### src/rtl/mem_arbiter.sv
// Two-requester (fetch / data) arbiter in front of a single-port memory.
// Data side wins by default; fetch is forced through after STARVE_MAX data grants.
module mem_arbiter #(
    parameter int STARVE_MAX = 4
) (
    input  logic        clk,
    input  logic        reset,
    input  logic        if_req,
    input  logic [31:0] if_addr,
    output logic        if_gnt,
    output logic        if_rvalid,
    output logic [31:0] if_rdata,
    input  logic        ma_req,
    input  logic        ma_we,
    input  logic [31:0] ma_addr,
    input  logic [31:0] ma_wdata,
    input  logic [2:0]  ma_ctrl,
    output logic        ma_gnt,
    output logic        ma_rvalid,
    output logic [31:0] ma_rdata,
    output logic        ma_err,
    output logic        mem_req,
    output logic        mem_we,
    output logic [31:0] mem_addr,
    output logic [31:0] mem_wdata,
    output logic [2:0]  mem_ctrl,
    input  logic        mem_ready,
    input  logic [31:0] mem_rdata
);
    localparam int CW = (STARVE_MAX < 1) ? 1 : $clog2(STARVE_MAX + 1);

    typedef enum logic [1:0] {IDLE, BUSY_IF, BUSY_MA} state_t;

    state_t        state, state_nxt;
    logic [CW-1:0] starve_cnt;
    logic          if_win, ma_misal;
    logic [31:0]   cap_addr, cap_wdata;
    logic          cap_we;
    logic [2:0]    cap_ctrl;

    assign if_win   = (starve_cnt == CW'(STARVE_MAX));
    assign ma_misal = ((ma_ctrl[1:0] == 2'b10) && (ma_addr[1:0] != 2'b00)) ||
                      ((ma_ctrl[1:0] == 2'b01) && ma_addr[0]);

    always_comb begin
        state_nxt = state;
        if_gnt    = 1'b0;
        ma_gnt    = 1'b0;
        case (state)
            IDLE: begin
                ma_gnt = ma_req & ~if_win;
                if_gnt = if_req & (if_win | ~ma_req);
                // a misaligned data grant is answered locally; the memory is never touched
                if (ma_gnt && !ma_misal) state_nxt = BUSY_MA;
                else if (if_gnt)         state_nxt = BUSY_IF;
            end
            BUSY_IF, BUSY_MA: begin
                if (mem_ready) state_nxt = IDLE;
            end
            default: state_nxt = IDLE;
        endcase
    end

    always_ff @(posedge clk or negedge reset) begin
        if (!reset) begin
            state      <= IDLE;
            starve_cnt <= '0;
            cap_addr   <= '0;
            cap_wdata  <= '0;
            cap_we     <= 1'b0;
            cap_ctrl   <= '0;
            if_rvalid  <= 1'b0;
            if_rdata   <= '0;
            ma_rvalid  <= 1'b0;
            ma_rdata   <= '0;
            ma_err     <= 1'b0;
        end else begin
            state     <= state_nxt;
            if_rvalid <= (state == BUSY_IF) && mem_ready;
            ma_rvalid <= (state == BUSY_MA) && mem_ready;
            ma_err    <= ma_gnt && ma_misal;

            if ((state == BUSY_IF) && mem_ready) if_rdata <= mem_rdata;
            if ((state == BUSY_MA) && mem_ready) ma_rdata <= cap_we ? 32'h0 : mem_rdata;

            if (if_gnt) starve_cnt <= '0;
            else if (ma_gnt && if_req && !if_win) starve_cnt <= starve_cnt + 1'b1;

            if (if_gnt) begin
                cap_addr  <= if_addr;
                cap_we    <= 1'b0;
                cap_wdata <= '0;
                cap_ctrl  <= 3'b010;
            end else if (ma_gnt && !ma_misal) begin
                cap_addr  <= ma_addr;
                cap_we    <= ma_we;
                cap_wdata <= ma_wdata;
                cap_ctrl  <= ma_ctrl;
            end
        end
    end

    assign mem_req   = (state != IDLE);
    assign mem_we    = mem_req & cap_we;
    assign mem_addr  = cap_addr;
    assign mem_wdata = cap_wdata;
    assign mem_ctrl  = cap_ctrl;

endmodule

### config.mk
export PLATFORM = sky130hd
export DESIGN_NAME = mem_arbiter
export DESIGN_NICKNAME = d
export VERILOG_FILES = /design/src/rtl/mem_arbiter.sv
export SDC_FILE = /design/constraint.sdc
export NUM_CORES = 1
export LEC_CHECK = 0
export BUFFER_PORTS_ARGS = -buffer_cell sky130_fd_sc_hd__buf_2
export CAP_MARGIN = 15
export CORE_MARGIN = 4
export CORE_UTILIZATION = 37
export DETAILED_ROUTE_END_ITERATION = 12
export PLACE_DENSITY = 0.65
export SYNTH_ARGS = -nofsm -noshare
export SYNTH_HDL_FRONTEND = slang
export SYNTH_SLANG_ARGS = --single-unit
### constraint.sdc
create_clock -name clk -period 2.1 [get_ports clk]
set_input_delay 0.105 -clock clk [delete_from_list [all_inputs] [get_ports clk]]
set_output_delay 0.105 -clock clk [all_outputs]
set_load 0.02 [all_outputs]
==> key figures <==
Outcome
  – Run status: finished, final reports clean

GRT
  – Number of antenna violations at the first check in global routing: 0
  – GRT Overall Usage: between 20% and 30%
  – Pin count of the biggest net entering global routing: 69
  – Number of global-route vias before repair: between 6,000 and 7,000
  – Remaining global-route overflow: 0
  – Global-route wire length before repair: 31,300 um

Routing
  – Post-detailed-route count of antenna-violating nets: 0
  – Violation count after the first detailed-route iteration: ~350
  – Number of vias per cell after detailed routing: around 4.8
  – Average wire length per cell after detail routing: 16.4 um
  – Remaining design rule violation count: 0
  – Overall routed net length: around 20,000 um
  – Number of vias after detailed routing: 5,896
  – Detailed-routing iteration count for the pre-antenna-repair pass: 4

Synthesis
  – Combined area of all synthesized cells: approximately 5800 um^2
  – Yosys warns: 0
  – Sequential share of the synthesized area: 60.2%
  – Instance count of the mapped netlist: approximately 590
  – Post-synthesis average cell area: slightly below 10 um^2
  – Register bit count reported by yosys: 140
  – Count of cell types in the netlist: 30
  – Post-synthesis net count: 727

Clocking
  – Skew-Pair Late Insertion Delay: 0.42 ns
  – H-tree Lvls: 4
  – Clock slew at the register clock pins of the worst setup and hold paths: 0.06 ns
  – Inserted Clock Buffers: 17
  – CTS tree: yes
  – Buffers from clock root to sink, at most: 2
  – Clock sink count: 140
  – Clock root buffer: clkbuf_16

STA
  – Endpoints failing hold: 0
  – Accumulated negative setup slack: 0 ns
  – Fin crit period: between 2 and 2.5 ns
  – Setup slack after layout: roughly 0.08 ns
  – Worst setup skew after layout: ~0.012 ns
  – Count of final setup violators: 0
  – Transition at the pin with the smallest max-transition slack: between 0.5 and 0.6 ns
  – Worst max-slew margin expressed relative to the limit: 65.1%
  – Share of the clock period used by the worst path: around 96%
  – Final max-slew violation count: 0
  – FMAX: slightly below 0.5 GHz
  – Unrepaired setup endpoints after global routing: false

Power and ir drop
  – Switching power: between 0.005 and 0.006 W
  – Net Sw Frac: roughly two fifths
  – Portion of total power attributed to combinational logic: between 40 and 50%
  – Pwr/cell area: roughly 1500 nW/um^2
  – Proportion of power drawn by the clock network: 22.3%
  – Internal power: 0.00818 W
  – Largest vdd supply drop: about 0.00063 V
  – Power share of the sequential group: 33.7%
  – Leak Pwr: 4.80 nW
  – Final total power: approximately 0.014 W

Floorplan
  – Number of rows in the core area: 45
  – Die outline height: 133 um
  – Horizontal die dimension: 133 um
  – Overall die area: roughly 18,000 um^2
  – Num ports: ~280
  – Initial core utilization: between 30% and 40%
  – Core Footprint: approximately 15,000 um^2

Layout
  – Cell Count, Final, Fillers Out: roughly 1,200
  – Layout cell share with drive strength beyond 1: a little over a third
  – Layout Nets: approximately 1,100
  – # diodes: 0
  – Area grow syn2layout: 62.9%
  – Post-route cell area: 9470 um^2

Setup path
  – Critical path arrival: 2.36 ns
  – Req. time, crit path: 2.44 ns
  – Nature of the critical path startpoint: flip-flop
  – Setup Crit Path Kind: reg -> reg
  – Maximum fanout along the worst path: 28
  – Crit path capture type: flip-flop

Place
  – Placed Cells incl. Taps: 1,048
  – DP Worst Slack: between 0.1 and 0.15 ns
  – Post-Place Cell Area: between 7000 and 8000 um^2
  – Last weighted congestion value of the routability-driven placer: between 0.7 and 0.8
  – # port buffers: roughly 270
  – DPL Wire Length: between 10,000 and 15,000 um

Run
  – Max capacitance violation total: 0

Worst hold path
  – Worst min path class: in -> reg
[final timing paths]
path                       cells past startpoint  slack [ns]                         to                      start
setup / recovery                               8        0.08   mem_addr[27]$_DFFE_PN0P_  starve_cnt[0]$_DFFE_PN0P_
hold / removal                                 3        0.03       state[1]$_DFFE_PN0P_                  mem_ready
setup reg to reg                               8        0.08   mem_addr[27]$_DFFE_PN0P_  starve_cnt[0]$_DFFE_PN0P_
hold reg to reg                                2        0.48   ma_rdata[11]$_DFFE_PN0P_   ma_rdata[11]$_DFFE_PN0P_
max in group asynchronous                      3        1.18  mem_wdata[21]$_DFFE_PN0P_                      reset
min in group asynchronous                      2        0.23    if_rdata[2]$_DFFE_PN0P_                      reset
[routing by layer]
layer  GRT usage (%)  routed length (um)  vias to the layer above
met2            36.0                9530                      347
met3            7.21                1950                       42
met1            26.6                7800                     2753
li1                -                   -                     2754
met5               0                   0                        -
met4            10.1                 626                        0
[power by group through the flow]
stage	Sequential, W	Clock (W)	Combinational, W
2_1_floorplan	0.00622	0	0.00204
3_3_place_gp	0.00466	0	0.00571
3_5_place_dp	0.00468	0	0.00581
4_1_cts	0.00466	0.00315	0.00601
5_1_grt	0.00483	0.00326	0.00658
6_report	0.00467	0.00309	0.00609
[cells in the mapped netlist (all sizes together)]
cell	n	share of area (%)
a2111o	1	0.19
a2111oi	1	0.47
a211oi	1	0.13
a21bo	1	0.17
a21boi	1	0.13
a21oi	93	8.0
a221o	1	0.17
a2bb2oi	1	0.15
a32o	1	0.17
and2	1	0.11
and3b	1	0.15
buf	13	1.2
clkbuf	24	1.5
clkinv	1	0.064
dfrtp	140	60
ha	5	1.1
inv	7	0.45
mux2	32	6.2
nand2	141	9.1
nand2b	33	3.5
nand3	10	0.86
nor2	36	2.3
nor2b	2	0.22
nor3	1	0.086
o21ai	35	3.0
o22ai	1	0.11
xor2	1	0.15
[cell families (layout without fill, tap and decap cells)]
family                     after synthesis  in the layout  synth area share, %
muxes                                   32             32                 6.19
AOI/OAI and AO/OA                      137            137                 12.7
DFF                                    140            140                 60.2
xor gates and xnor gates                 1              1                0.151
and+or+nand+nor                        225            225                 16.4
buffers and inverters                   45            465                 3.25
adders and majority gates                5              5                 1.08
[stage by stage]
step / utilization [%] / hold WS [ns]
after floorplan: - / -0.191
after global placement: 48.8 / 0.102
after detailed placement: 48.8 / 0.109
after CTS: 61.6 / 0.0124
after global routing: 61.9 / 0.0291
final: 61.9 / 0.0336
[final cells by class]
class	count	area (um^2)
clock inverters	13	164
well taps	211	264
repair buffers	425	2920
multi-input cells	400	2150
clock buffers	19	443
fillers	1255	5840
flip-flops and latches	140	3500
inverters	8	30.0
[sequential cells by signal, summed over array words and instances (netlist names), 2 cells and up]
name and cells:
starve_cnt 3, if_rdata 32, state 2, ma_rdata 32, mem_wdata 32, mem_addr 32, mem_ctrl 3
[placed cells by master (no fill, tap or decap), drive strengths merged, types with 2 or more instances in the layout]
cell	n
nor2b	2
ha	5
dlygate4sd3	133
bufinv	3
mux2	32
buf	291
nand3	10
clkbuf	20
inv	11
nand2	141
o21ai	35
dfrtp	140
clkinvlp	2
clkinv	5
a21oi	93
nand2b	33
nor2	36
[what timing repair did]
action | 4_1_cts | 5_1_grt
gates resized for setup | 2 | 4
setup endpoints to repair | 1 | 16
endpoints found under the hold margin | 184 | 0
buffers inserted | 0 | 2
pin swaps | 0 | 1
gates cloned | 0 | 1
hold buffers | 133 | 0
[worst max-delay path: stages, from the launching register on]
cell,delay [ns]
dfrtp_1,0.38
inv_1,0.06
ha_1,0.21
a21bo_4,0.26
a2111oi_4,0.34
buf_4,0.18
clkbuf_16,0.20
a21oi_1,0.12
a21oi_1,0.18
Power figures use the tool's default switching activity.
